===== config.mk =====
export PLATFORM = sky130hd
export DESIGN_NAME = rob_flush_multiwb_flat
export DESIGN_NICKNAME = d
export VERILOG_FILES = /design/src/rtl/rob_pkg.sv /design/src/rtl/rob_flush_multiwb_if.sv /design/src/rtl/rob_wb_select.sv /design/src/rtl/rob_flush_multiwb.sv /design/src/flat_wrapper.sv
export SDC_FILE = /design/constraint.sdc
export NUM_CORES = 2
export LEC_CHECK = 0
export ABC_AREA = 0
export BUFFER_PORTS_ARGS = -buffer_cell sky130_fd_sc_hd__clkbuf_2
export CAP_MARGIN = 20
export CORE_UTILIZATION = 57
export CTS_CLUSTER_SIZE = 14
export DETAILED_ROUTE_END_ITERATION = 8
export PLACE_DENSITY = 0.79
export SLEW_MARGIN = 20
export SYNTH_ARGS = -nofsm -noshare
export SYNTH_HDL_FRONTEND = slang
export SYNTH_HIERARCHICAL = 1
export SYNTH_SLANG_ARGS = --single-unit

===== constraint.sdc =====
create_clock -name clk -period 8.6 [get_ports clk]
set_input_delay 0.43 -clock clk [delete_from_list [all_inputs] [get_ports clk]]
set_output_delay 0.43 -clock clk [all_outputs]
set_load 0.05 [all_outputs]

===== src/rtl/rob_pkg.sv =====
`default_nettype none
// ============================================================================
//  Module   : rob_pkg
//  Purpose  : Shared kind encodings, null tag and tag wrap helper for the ROB.
//  Revision : 1.0  initial release
// ============================================================================
package rob_pkg;

    typedef enum logic [1:0] {
        KIND_NORMAL = 2'd0,
        KIND_STORE  = 2'd1,
        KIND_BRANCH = 2'd2,
        KIND_JALR   = 2'd3
    } kind_t;

    localparam int NULL_TAG = 0;

    // Tags live in 1..depth; tag 0 is reserved as the null tag.
    function automatic int tag_next(input int tag, input int depth);
        return (tag >= depth) ? 1 : tag + 1;
    endfunction

endpackage
`default_nettype wire


===== src/rtl/rob_flush_multiwb_if.sv =====
`default_nettype none
// ============================================================================
//  Module   : rob_flush_multiwb_if
//  Purpose  : Alloc / writeback / query / commit bundle of the reorder buffer.
//  Revision : 1.0  initial release
// ============================================================================
interface rob_flush_multiwb_if #(
    parameter int TAG_W  = 5,
    parameter int DATA_W = 32,
    parameter int REG_W  = 5,
    parameter int N_WB   = 2
);
    logic                   ena;
    logic                   in_alloc_ena;
    logic [1:0]             in_alloc_kind;
    logic [REG_W-1:0]       in_alloc_dest;
    logic [DATA_W-1:0]      in_alloc_pc;
    logic                   in_alloc_pred_taken;
    logic [TAG_W-1:0]       out_alloc_tag;
    logic                   out_alloc_ok;
    logic [N_WB*TAG_W-1:0]  in_wb_tag;
    logic [N_WB*DATA_W-1:0] in_wb_value;
    logic [N_WB-1:0]        in_wb_taken;
    logic [N_WB*DATA_W-1:0] in_wb_target;
    logic [TAG_W-1:0]       in_query_tag1;
    logic [TAG_W-1:0]       in_query_tag2;
    logic                   out_query_ready1;
    logic                   out_query_ready2;
    logic [DATA_W-1:0]      out_query_value1;
    logic [DATA_W-1:0]      out_query_value2;
    logic [REG_W-1:0]       out_reg_reg;
    logic [TAG_W-1:0]       out_reg_rob;
    logic [DATA_W-1:0]      out_reg_value;
    logic [TAG_W-1:0]       out_store_commit_tag;
    logic                   out_fwd_ena;
    logic [DATA_W-1:0]      out_fwd_pc;
    logic                   out_fwd_taken;
    logic                   out_misbranch;
    logic [DATA_W-1:0]      out_correct_addr;
    logic [TAG_W:0]         out_count;

    modport master (
        output ena, in_alloc_ena, in_alloc_kind, in_alloc_dest, in_alloc_pc,
               in_alloc_pred_taken, in_wb_tag, in_wb_value, in_wb_taken,
               in_wb_target, in_query_tag1, in_query_tag2,
        input  out_alloc_tag, out_alloc_ok, out_query_ready1, out_query_ready2,
               out_query_value1, out_query_value2, out_reg_reg, out_reg_rob,
               out_reg_value, out_store_commit_tag, out_fwd_ena, out_fwd_pc,
               out_fwd_taken, out_misbranch, out_correct_addr, out_count
    );

    modport slave (
        input  ena, in_alloc_ena, in_alloc_kind, in_alloc_dest, in_alloc_pc,
               in_alloc_pred_taken, in_wb_tag, in_wb_value, in_wb_taken,
               in_wb_target, in_query_tag1, in_query_tag2,
        output out_alloc_tag, out_alloc_ok, out_query_ready1, out_query_ready2,
               out_query_value1, out_query_value2, out_reg_reg, out_reg_rob,
               out_reg_value, out_store_commit_tag, out_fwd_ena, out_fwd_pc,
               out_fwd_taken, out_misbranch, out_correct_addr, out_count
    );
endinterface
`default_nettype wire


===== src/rtl/rob_wb_select.sv =====
`default_nettype none
// ============================================================================
//  Module   : rob_wb_select
//  Purpose  : N-way writeback tag match; highest matching channel wins.
//  Revision : 1.0  initial release
// ============================================================================
module rob_wb_select
    import rob_pkg::*;
#(
    parameter int N_WB  = 2,
    parameter int TAG_W = 5,
    parameter int PAY_W = 32
) (
    input  logic [N_WB*TAG_W-1:0] i_wb_tag,
    input  logic [N_WB*PAY_W-1:0] i_wb_pay,
    input  logic [TAG_W-1:0]      i_query_tag,
    output logic                  o_hit,
    output logic [PAY_W-1:0]      o_pay
);
    always_comb begin
        o_hit = 1'b0;
        o_pay = '0;
        // Ascending scan so a later (higher) channel overrides an earlier one.
        for (int ch = 0; ch < N_WB; ch++) begin
            if (i_query_tag != TAG_W'(NULL_TAG) &&
                i_wb_tag[ch*TAG_W +: TAG_W] == i_query_tag) begin
                o_hit = 1'b1;
                o_pay = i_wb_pay[ch*PAY_W +: PAY_W];
            end
        end
    end
endmodule
`default_nettype wire


===== src/rtl/rob_flush_multiwb.sv =====
`default_nettype none
// ============================================================================
//  Module   : rob_flush_multiwb
//  Purpose  : Multi-writeback reorder buffer with in-order commit and flush.
//  Revision : 1.0  initial release
// ============================================================================
module rob_flush_multiwb
    import rob_pkg::*;
#(
    parameter int DEPTH  = 16,
    parameter int TAG_W  = 5,
    parameter int DATA_W = 32,
    parameter int REG_W  = 5,
    parameter int N_WB   = 2
) (
    input  logic               clk,
    input  logic               rst,
    rob_flush_multiwb_if.slave bus
);
    localparam int               c_ent_w = 2 * DATA_W + 1;
    localparam logic [TAG_W:0]   c_depth = DEPTH[TAG_W:0];
    localparam logic [TAG_W-1:0] c_first = TAG_W'(1);

    kind_t             r_kind   [0:DEPTH];
    logic [REG_W-1:0]  r_dest   [0:DEPTH];
    logic [DATA_W-1:0] r_pc     [0:DEPTH];
    logic [DATA_W-1:0] r_value  [0:DEPTH];
    logic [DATA_W-1:0] r_target [0:DEPTH];
    logic [DEPTH:0]    r_pred;
    logic [DEPTH:0]    r_taken;
    logic [DEPTH:0]    r_ready;
    logic [TAG_W-1:0]  r_head;
    logic [TAG_W-1:0]  r_tail;
    logic [TAG_W:0]    r_count;

    logic [N_WB*c_ent_w-1:0] w_wb_ent;
    logic [DEPTH:1]          w_wb_hit;
    logic [DEPTH:1]          w_live;
    logic [c_ent_w-1:0]      w_wb_pay [1:DEPTH];
    logic                    w_alloc;
    logic                    w_commit;
    logic                    w_flush;
    logic                    w_q1_hit, w_q2_hit;
    logic [DATA_W-1:0]       w_q1_val, w_q2_val;

    for (genvar ch = 0; ch < N_WB; ch++) begin : g_pay
        assign w_wb_ent[ch*c_ent_w +: c_ent_w] = {bus.in_wb_taken[ch],
                                                  bus.in_wb_target[ch*DATA_W +: DATA_W],
                                                  bus.in_wb_value[ch*DATA_W +: DATA_W]};
    end

    // Per-entry write arbitration and liveness (offset from head below count).
    for (genvar e = 1; e <= DEPTH; e++) begin : g_entry
        localparam int c_e = e;
        rob_wb_select #(.N_WB(N_WB), .TAG_W(TAG_W), .PAY_W(c_ent_w)) u_sel (
            .i_wb_tag   (bus.in_wb_tag),
            .i_wb_pay   (w_wb_ent),
            .i_query_tag(TAG_W'(c_e)),
            .o_hit      (w_wb_hit[e]),
            .o_pay      (w_wb_pay[e])
        );
        assign w_live[e] = (c_e >= int'(r_head)) ?
                           ((c_e - int'(r_head)) < int'(r_count)) :
                           ((c_e + DEPTH - int'(r_head)) < int'(r_count));
    end

    rob_wb_select #(.N_WB(N_WB), .TAG_W(TAG_W), .PAY_W(DATA_W)) u_q1 (
        .i_wb_tag(bus.in_wb_tag), .i_wb_pay(bus.in_wb_value),
        .i_query_tag(bus.in_query_tag1), .o_hit(w_q1_hit), .o_pay(w_q1_val)
    );
    rob_wb_select #(.N_WB(N_WB), .TAG_W(TAG_W), .PAY_W(DATA_W)) u_q2 (
        .i_wb_tag(bus.in_wb_tag), .i_wb_pay(bus.in_wb_value),
        .i_query_tag(bus.in_query_tag2), .o_hit(w_q2_hit), .o_pay(w_q2_val)
    );

    always_comb begin
        bus.out_query_ready1 = 1'b0;
        bus.out_query_value1 = '0;
        bus.out_query_ready2 = 1'b0;
        bus.out_query_value2 = '0;
        if (bus.in_query_tag1 != TAG_W'(NULL_TAG)) begin
            bus.out_query_ready1 = w_q1_hit | r_ready[bus.in_query_tag1];
            bus.out_query_value1 = w_q1_hit ? w_q1_val : r_value[bus.in_query_tag1];
        end
        if (bus.in_query_tag2 != TAG_W'(NULL_TAG)) begin
            bus.out_query_ready2 = w_q2_hit | r_ready[bus.in_query_tag2];
            bus.out_query_value2 = w_q2_hit ? w_q2_val : r_value[bus.in_query_tag2];
        end
    end

    assign w_alloc  = bus.ena && bus.in_alloc_ena && (r_count < c_depth);
    assign w_commit = bus.ena && (r_count != '0) && r_ready[r_head];
    assign w_flush  = w_commit && ((r_kind[r_head] == KIND_JALR) ||
                      (r_kind[r_head] == KIND_BRANCH && r_taken[r_head] != r_pred[r_head]));

    assign bus.out_alloc_ok  = (r_count < c_depth);
    assign bus.out_alloc_tag = (r_count < c_depth) ? r_tail : TAG_W'(NULL_TAG);
    assign bus.out_count     = r_count;

    always_ff @(posedge clk) begin
        if (!rst) begin
            r_head                   <= c_first;
            r_tail                   <= c_first;
            r_count                  <= '0;
            r_ready                  <= '0;
            bus.out_reg_reg          <= '0;
            bus.out_reg_rob          <= '0;
            bus.out_reg_value        <= '0;
            bus.out_store_commit_tag <= '0;
            bus.out_fwd_ena          <= 1'b0;
            bus.out_fwd_pc           <= '0;
            bus.out_fwd_taken        <= 1'b0;
            bus.out_misbranch        <= 1'b0;
            bus.out_correct_addr     <= '0;
        end else if (bus.ena) begin
            bus.out_reg_reg          <= '0;
            bus.out_reg_rob          <= '0;
            bus.out_reg_value        <= '0;
            bus.out_store_commit_tag <= '0;
            bus.out_fwd_ena          <= 1'b0;
            bus.out_fwd_pc           <= '0;
            bus.out_fwd_taken        <= 1'b0;
            bus.out_misbranch        <= 1'b0;
            bus.out_correct_addr     <= '0;
            if (w_commit) begin
                r_ready[r_head] <= 1'b0;
                case (r_kind[r_head])
                    KIND_NORMAL: begin
                        bus.out_reg_reg   <= r_dest[r_head];
                        bus.out_reg_rob   <= r_head;
                        bus.out_reg_value <= r_value[r_head];
                    end
                    KIND_STORE: bus.out_store_commit_tag <= r_head;
                    KIND_BRANCH: begin
                        bus.out_fwd_ena   <= 1'b1;
                        bus.out_fwd_pc    <= r_pc[r_head];
                        bus.out_fwd_taken <= r_taken[r_head];
                        if (w_flush) begin
                            bus.out_misbranch    <= 1'b1;
                            bus.out_correct_addr <= r_target[r_head];
                        end
                    end
                    KIND_JALR: begin
                        bus.out_reg_reg      <= r_dest[r_head];
                        bus.out_reg_rob      <= r_head;
                        bus.out_reg_value    <= r_value[r_head];
                        bus.out_fwd_ena      <= 1'b1;
                        bus.out_fwd_pc       <= r_pc[r_head];
                        bus.out_fwd_taken    <= 1'b1;
                        bus.out_misbranch    <= 1'b1;
                        bus.out_correct_addr <= r_target[r_head];
                    end
                endcase
            end
            // A flush discards this cycle's allocation and writebacks too.
            if (w_flush) begin
                r_head  <= c_first;
                r_tail  <= c_first;
                r_count <= '0;
                r_ready <= '0;
            end else begin
                for (int i = 1; i <= DEPTH; i++) begin
                    if (w_wb_hit[i] && w_live[i]) begin
                        r_ready[i] <= 1'b1;
                        {r_taken[i], r_target[i], r_value[i]} <= w_wb_pay[i];
                    end
                end
                if (w_alloc) begin
                    r_kind[r_tail]  <= kind_t'(bus.in_alloc_kind);
                    r_dest[r_tail]  <= bus.in_alloc_dest;
                    r_pc[r_tail]    <= bus.in_alloc_pc;
                    r_pred[r_tail]  <= bus.in_alloc_pred_taken;
                    r_ready[r_tail] <= 1'b0;
                    r_tail          <= TAG_W'(tag_next(int'(r_tail), DEPTH));
                end
                if (w_commit) begin
                    r_head <= TAG_W'(tag_next(int'(r_head), DEPTH));
                end
                case ({w_alloc, w_commit})
                    2'b10:   r_count <= r_count + 1'b1;
                    2'b01:   r_count <= r_count - 1'b1;
                    default: r_count <= r_count;
                endcase
            end
        end
    end
endmodule
`default_nettype wire


===== src/flat_wrapper.sv =====
// flat-port wrapper written by rule: the top's interface ports become plain ports
module rob_flush_multiwb_flat import rob_pkg::*;
#(
    parameter int DEPTH  = 16,
    parameter int TAG_W  = 5,
    parameter int DATA_W = 32,
    parameter int REG_W  = 5,
    parameter int N_WB   = 2
)
  (clk, rst, bus_ena, bus_in_alloc_ena, bus_in_alloc_kind, bus_in_alloc_dest, bus_in_alloc_pc, bus_in_alloc_pred_taken, bus_in_wb_tag, bus_in_wb_value, bus_in_wb_taken, bus_in_wb_target, bus_in_query_tag1, bus_in_query_tag2, bus_out_alloc_tag, bus_out_alloc_ok, bus_out_query_ready1, bus_out_query_ready2, bus_out_query_value1, bus_out_query_value2, bus_out_reg_reg, bus_out_reg_rob, bus_out_reg_value, bus_out_store_commit_tag, bus_out_fwd_ena, bus_out_fwd_pc, bus_out_fwd_taken, bus_out_misbranch, bus_out_correct_addr, bus_out_count);
  rob_flush_multiwb_if #(.TAG_W(TAG_W), .DATA_W(DATA_W), .REG_W(REG_W), .N_WB(N_WB)) bus_i ();
  input  logic clk;
  input  logic rst;
  input wire logic [$bits(bus_i.ena)-1:0] bus_ena;
  input wire logic [$bits(bus_i.in_alloc_ena)-1:0] bus_in_alloc_ena;
  input wire logic [$bits(bus_i.in_alloc_kind)-1:0] bus_in_alloc_kind;
  input wire logic [$bits(bus_i.in_alloc_dest)-1:0] bus_in_alloc_dest;
  input wire logic [$bits(bus_i.in_alloc_pc)-1:0] bus_in_alloc_pc;
  input wire logic [$bits(bus_i.in_alloc_pred_taken)-1:0] bus_in_alloc_pred_taken;
  input wire logic [$bits(bus_i.in_wb_tag)-1:0] bus_in_wb_tag;
  input wire logic [$bits(bus_i.in_wb_value)-1:0] bus_in_wb_value;
  input wire logic [$bits(bus_i.in_wb_taken)-1:0] bus_in_wb_taken;
  input wire logic [$bits(bus_i.in_wb_target)-1:0] bus_in_wb_target;
  input wire logic [$bits(bus_i.in_query_tag1)-1:0] bus_in_query_tag1;
  input wire logic [$bits(bus_i.in_query_tag2)-1:0] bus_in_query_tag2;
  output wire logic [$bits(bus_i.out_alloc_tag)-1:0] bus_out_alloc_tag;
  output wire logic [$bits(bus_i.out_alloc_ok)-1:0] bus_out_alloc_ok;
  output wire logic [$bits(bus_i.out_query_ready1)-1:0] bus_out_query_ready1;
  output wire logic [$bits(bus_i.out_query_ready2)-1:0] bus_out_query_ready2;
  output wire logic [$bits(bus_i.out_query_value1)-1:0] bus_out_query_value1;
  output wire logic [$bits(bus_i.out_query_value2)-1:0] bus_out_query_value2;
  output wire logic [$bits(bus_i.out_reg_reg)-1:0] bus_out_reg_reg;
  output wire logic [$bits(bus_i.out_reg_rob)-1:0] bus_out_reg_rob;
  output wire logic [$bits(bus_i.out_reg_value)-1:0] bus_out_reg_value;
  output wire logic [$bits(bus_i.out_store_commit_tag)-1:0] bus_out_store_commit_tag;
  output wire logic [$bits(bus_i.out_fwd_ena)-1:0] bus_out_fwd_ena;
  output wire logic [$bits(bus_i.out_fwd_pc)-1:0] bus_out_fwd_pc;
  output wire logic [$bits(bus_i.out_fwd_taken)-1:0] bus_out_fwd_taken;
  output wire logic [$bits(bus_i.out_misbranch)-1:0] bus_out_misbranch;
  output wire logic [$bits(bus_i.out_correct_addr)-1:0] bus_out_correct_addr;
  output wire logic [$bits(bus_i.out_count)-1:0] bus_out_count;
  assign bus_i.ena = bus_ena;
  assign bus_i.in_alloc_ena = bus_in_alloc_ena;
  assign bus_i.in_alloc_kind = bus_in_alloc_kind;
  assign bus_i.in_alloc_dest = bus_in_alloc_dest;
  assign bus_i.in_alloc_pc = bus_in_alloc_pc;
  assign bus_i.in_alloc_pred_taken = bus_in_alloc_pred_taken;
  assign bus_i.in_wb_tag = bus_in_wb_tag;
  assign bus_i.in_wb_value = bus_in_wb_value;
  assign bus_i.in_wb_taken = bus_in_wb_taken;
  assign bus_i.in_wb_target = bus_in_wb_target;
  assign bus_i.in_query_tag1 = bus_in_query_tag1;
  assign bus_i.in_query_tag2 = bus_in_query_tag2;
  assign bus_out_alloc_tag = bus_i.out_alloc_tag;
  assign bus_out_alloc_ok = bus_i.out_alloc_ok;
  assign bus_out_query_ready1 = bus_i.out_query_ready1;
  assign bus_out_query_ready2 = bus_i.out_query_ready2;
  assign bus_out_query_value1 = bus_i.out_query_value1;
  assign bus_out_query_value2 = bus_i.out_query_value2;
  assign bus_out_reg_reg = bus_i.out_reg_reg;
  assign bus_out_reg_rob = bus_i.out_reg_rob;
  assign bus_out_reg_value = bus_i.out_reg_value;
  assign bus_out_store_commit_tag = bus_i.out_store_commit_tag;
  assign bus_out_fwd_ena = bus_i.out_fwd_ena;
  assign bus_out_fwd_pc = bus_i.out_fwd_pc;
  assign bus_out_fwd_taken = bus_i.out_fwd_taken;
  assign bus_out_misbranch = bus_i.out_misbranch;
  assign bus_out_correct_addr = bus_i.out_correct_addr;
  assign bus_out_count = bus_i.out_count;
  rob_flush_multiwb #(.DEPTH(DEPTH), .TAG_W(TAG_W), .DATA_W(DATA_W), .REG_W(REG_W), .N_WB(N_WB)) u_core (.clk(clk), .rst(rst), .bus(bus_i));
endmodule

==> impl_results.md <==
* Outcome: finished, final reports clean
* CTS sink cnt at approximately 1900
* Die Span Y at between 400 and 500 um
* Setup TNS at 0 ps
* Area taken by multi-input logic gates at around 41000 sq um
* Slowest cell on crit path: dfxtp_4
* Nets at slightly above 7000
* H-Tree Depth at 4
* Antenna-violating nets left at 0
* Synth Warn # at between 100 and 150
* Final min period at 5970 ps
* Core area at 170000 sq um
* Clock root buffer: clkbuf_16
* Mapped Cells at about 6400
* Max Freq at about 170 MHz
* Syn Area/Cell at around 15 sq um
* Ports at about 390
* Synthesized flop and latch total at between 1500 and 2000
* RSZ-0062 raised after global routing: no
* Critical Path End Type: flop
* Most common cell after layout, fill and taps aside: edfxtp_1
* Layout cell share with drive strength beyond 1 at 24.6%
* Slowest Stage Delay on Critical Path at a little over 900 ps
* DRT met1 WL at around 110 mm
* Worst Reg-to-Reg Cells at 11
* Max reg flops at around 540
* GRT Util Overall at roughly 38%
* WL met2 at ~150 mm
* Die area at around 170000 sq um
* CP required at around 9000 ps
* Crit. path cell count at 11
* Starting utilization of the core area at 57.4%
* FF-to-FF End: u_core/r_value[51]
* Area Overhead vs Synth at 11.3%
* CP dominant cell by count: buf_4
* Fin area at between 100000 and 150000 sq um
* Type of the worst setup path: reg2reg
* Fillcell total at between 10000 and 15000
* Clock Latency Late Sink at 870 ps
* P_leak at around 37 nW
* Biggest register: u_core/r_pc
* Max cap viols at 0
* Final Cycle Share at between 60% and 70%
* WL final at 334 mm
* Most frequent cells in the layout: 1720 x edfxtp_1, 1192 x a22o_1, 666 x mux4_2
* CTS tree: built
* Worst R2R Start: u_core/r_head[0]
* Finished Layout Cells at around 9300
* # DRC at 0
* CP cell instances: clkinv_2 > buf_4 > o31ai_1 > o31ai_1 > or3_1 > a31oi_4 > o21bai_4 > buf_4 > nor3_2 > buf_4 > buf_4
* Worst Path Arrival at ~6400 ps
* DR pass1 iterations at 9
* Post-CTS Repair Setup Buffers at 0
* FF+latch area at between 50000 and 60000 sq um
* Async SR Flop Fraction at 0%
* Register area share after synthesis at 56.1%
* Post-synth EDFFs at roughly 1700
* Worst clock skew at ~40 ps
* Syn Std Cell Area at just under 100000 sq um
* Power per Cell Area at about 180 nW/um^2
* Via density at approximately 7.7
* Worst-Margin Slew at about 1300 ps
* Placement Cell Area at ~100000 sq um
* Buffers on Ports at between 300 and 400
* Delay-heaviest family, CP: buffers and inverters
* CTS Buf Count at approximately 190
* Unique masters post-synth at between 70 and 80
* Metal3 WL at 50.3 mm
* Num rows at 151
* DP Cell Count at ~9000
* Rel. slew slack at between 15 and 20%
* Total gr overflow at 0
* Max Used Layer: met5
* Gp weighted congestion at approximately 0.96
* Final setup fails at 0
* Largest net degree at the start of global routing at approximately 130
* Min-delay worst type: in2reg
* CP bufs+invs at 5
* HPWL after DPL at 180 mm
* Final Max Slew Viols at 0
* CTS max path bufs at 3
* Synth Flop Type: edfxtp_1
* R2R setup slack at 2630 ps
* CP startpoint: u_core/r_head[0]
* Largest fanout on the critical path at between 50 and 60
* WL per Instance at ~36 um
* Die W at a little over 400 um
* Vias in the first global route at roughly 70000
* First-pass GRT wire length at around 480 mm
* Routed vias at ~70000
* Max VDD drop at around 0.00029 V
* Final Hold Vio Count at 0
* Drt initial violations at 12391
* CP Launch Type: flop
* Crit path capture: u_core/r_value[51]
* Initial antenna violation count at 31
* Clock-pin slew on the worst setup and hold paths at 60 ps
-- synthesized netlist by cell type (all sizes together) (22+ instances only) --
library cell  instances  area [sq um]
buf                 313          2080
xor2                 94           823
mux2i               114          1140
nor2                124           473
o22ai                44           275
a21oi               184           921
a22o               1192         10400
edfxtp             1720         51600
xnor2               112           981
mux2                 80           901
inv                  61           229
nand3                48           240
a21o                 22           165
clkbuf              285          1070
nor3                 52           265
a22oi                98           736
nor2b                73           457
and3                 60           375
o31ai                23           173
a211oi               93           713
o21ai               223          1120
or4                  22           233
ha                   97          1210
dfxtp               152          3040
mux4                666         15000
nand2               293          1100
-- worst register-to-register path, stage by stage (launching register included) --
cell	delay, ps
dfxtp_4	930
clkinv_2	520
buf_4	600
o31ai_1	390
o31ai_1	210
or3_1	480
a31oi_4	420
o21bai_4	70
buf_4	300
nor3_2	230
buf_4	710
buf_4	710
-- power by group --
| part | switching, mW | total, mW | leakage (nW) | internal, mW |
|---|---|---|---|---|
| logic | 1.06 | 1.54 | 16.8 | 0.481 |
| registers | 0.00644 | 9.91 | 17.1 | 9.90 |
| clock network | 3.64 | 8.37 | 3.06 | 4.72 |
-- cell families (layout without fill, tap and decap cells) --
kind of cell             count (synthesis)  in the layout  share of synthesized area [%]
flip-flops                            1872           1872                           56.1
buffers and inverters                  661            986                           3.47
adder cells (fa/ha/maj)                 98             98                           1.27
XOR/XNOR                               206            206                           1.85
AND/OR/NAND/NOR                        734            734                           3.69
multiplexers                           860            860                           17.5
AO/OA/AOI/OAI                         2008           2008                           16.1
other                                    2            268                        0.00771
-- final cells by class --
| type | count | share of cell area [%] |
|---|---|---|
| Antenna cell | 12 | 0.0277 |
| Clock buffer | 240 | 4.67 |
| Clock inverter | 113 | 1.06 |
| Inverter | 63 | 0.226 |
| Multi-Input combinational cell | 4162 | 37.8 |
| Sequential cell | 1872 | 50.4 |
| Tap cell | 2218 | 2.56 |
| Timing Repair Buffer | 570 | 3.28 |
-- what timing repair did --
| item | 4_1_cts | 5_1_grt |
|---|---|---|
| hold endpoints to repair | 465 | 0 |
| hold buffers | 31 | 0 |
| resized for setup | 0 | 0 |
-- layer usage --
layer / vias up / GRT usage, %
li1: 27391 / -
met1: 34938 / 46.5
met2: 6974 / 57.5
met3: 1720 / 12.7
met4: 40 / 24.5
met5: - / 0.250
-- worst min-delay path by stage --
stage | startpoint | to | slack [ps] | cells after the start
CTS | bus_in_alloc_pc[30] | u_core/r_pc[10][30] | 4 | 1
finish | bus_in_alloc_pc[14] | u_core/r_pc[14][14] | 20 | 1
global placement | u_core/bus.out_fwd_ena | u_core/bus.out_fwd_ena | 430 | 2
detailed placement | u_core/bus.out_fwd_ena | u_core/bus.out_fwd_ena | 440 | 2
global route | bus_in_alloc_pc[14] | u_core/r_pc[15][14] | 30 | 1
floorplan | u_core/r_ready[6] | u_core/r_ready[6] | 450 | 2
-- metrics by stage --
stage	hold slack, ps	power [mW]	worst slack, ps	utilization [%]
CTS	4.28	19.7	2800	63.9
floorplan	452	11.0	281	-
detailed placement	438	11.6	2850	60.1
global placement	431	11.5	2890	60.1
finish	23.2	19.8	2630	64.0
global route	25.9	20.2	2480	64.0
Note: power is estimated with default switching activity, not from simulation.
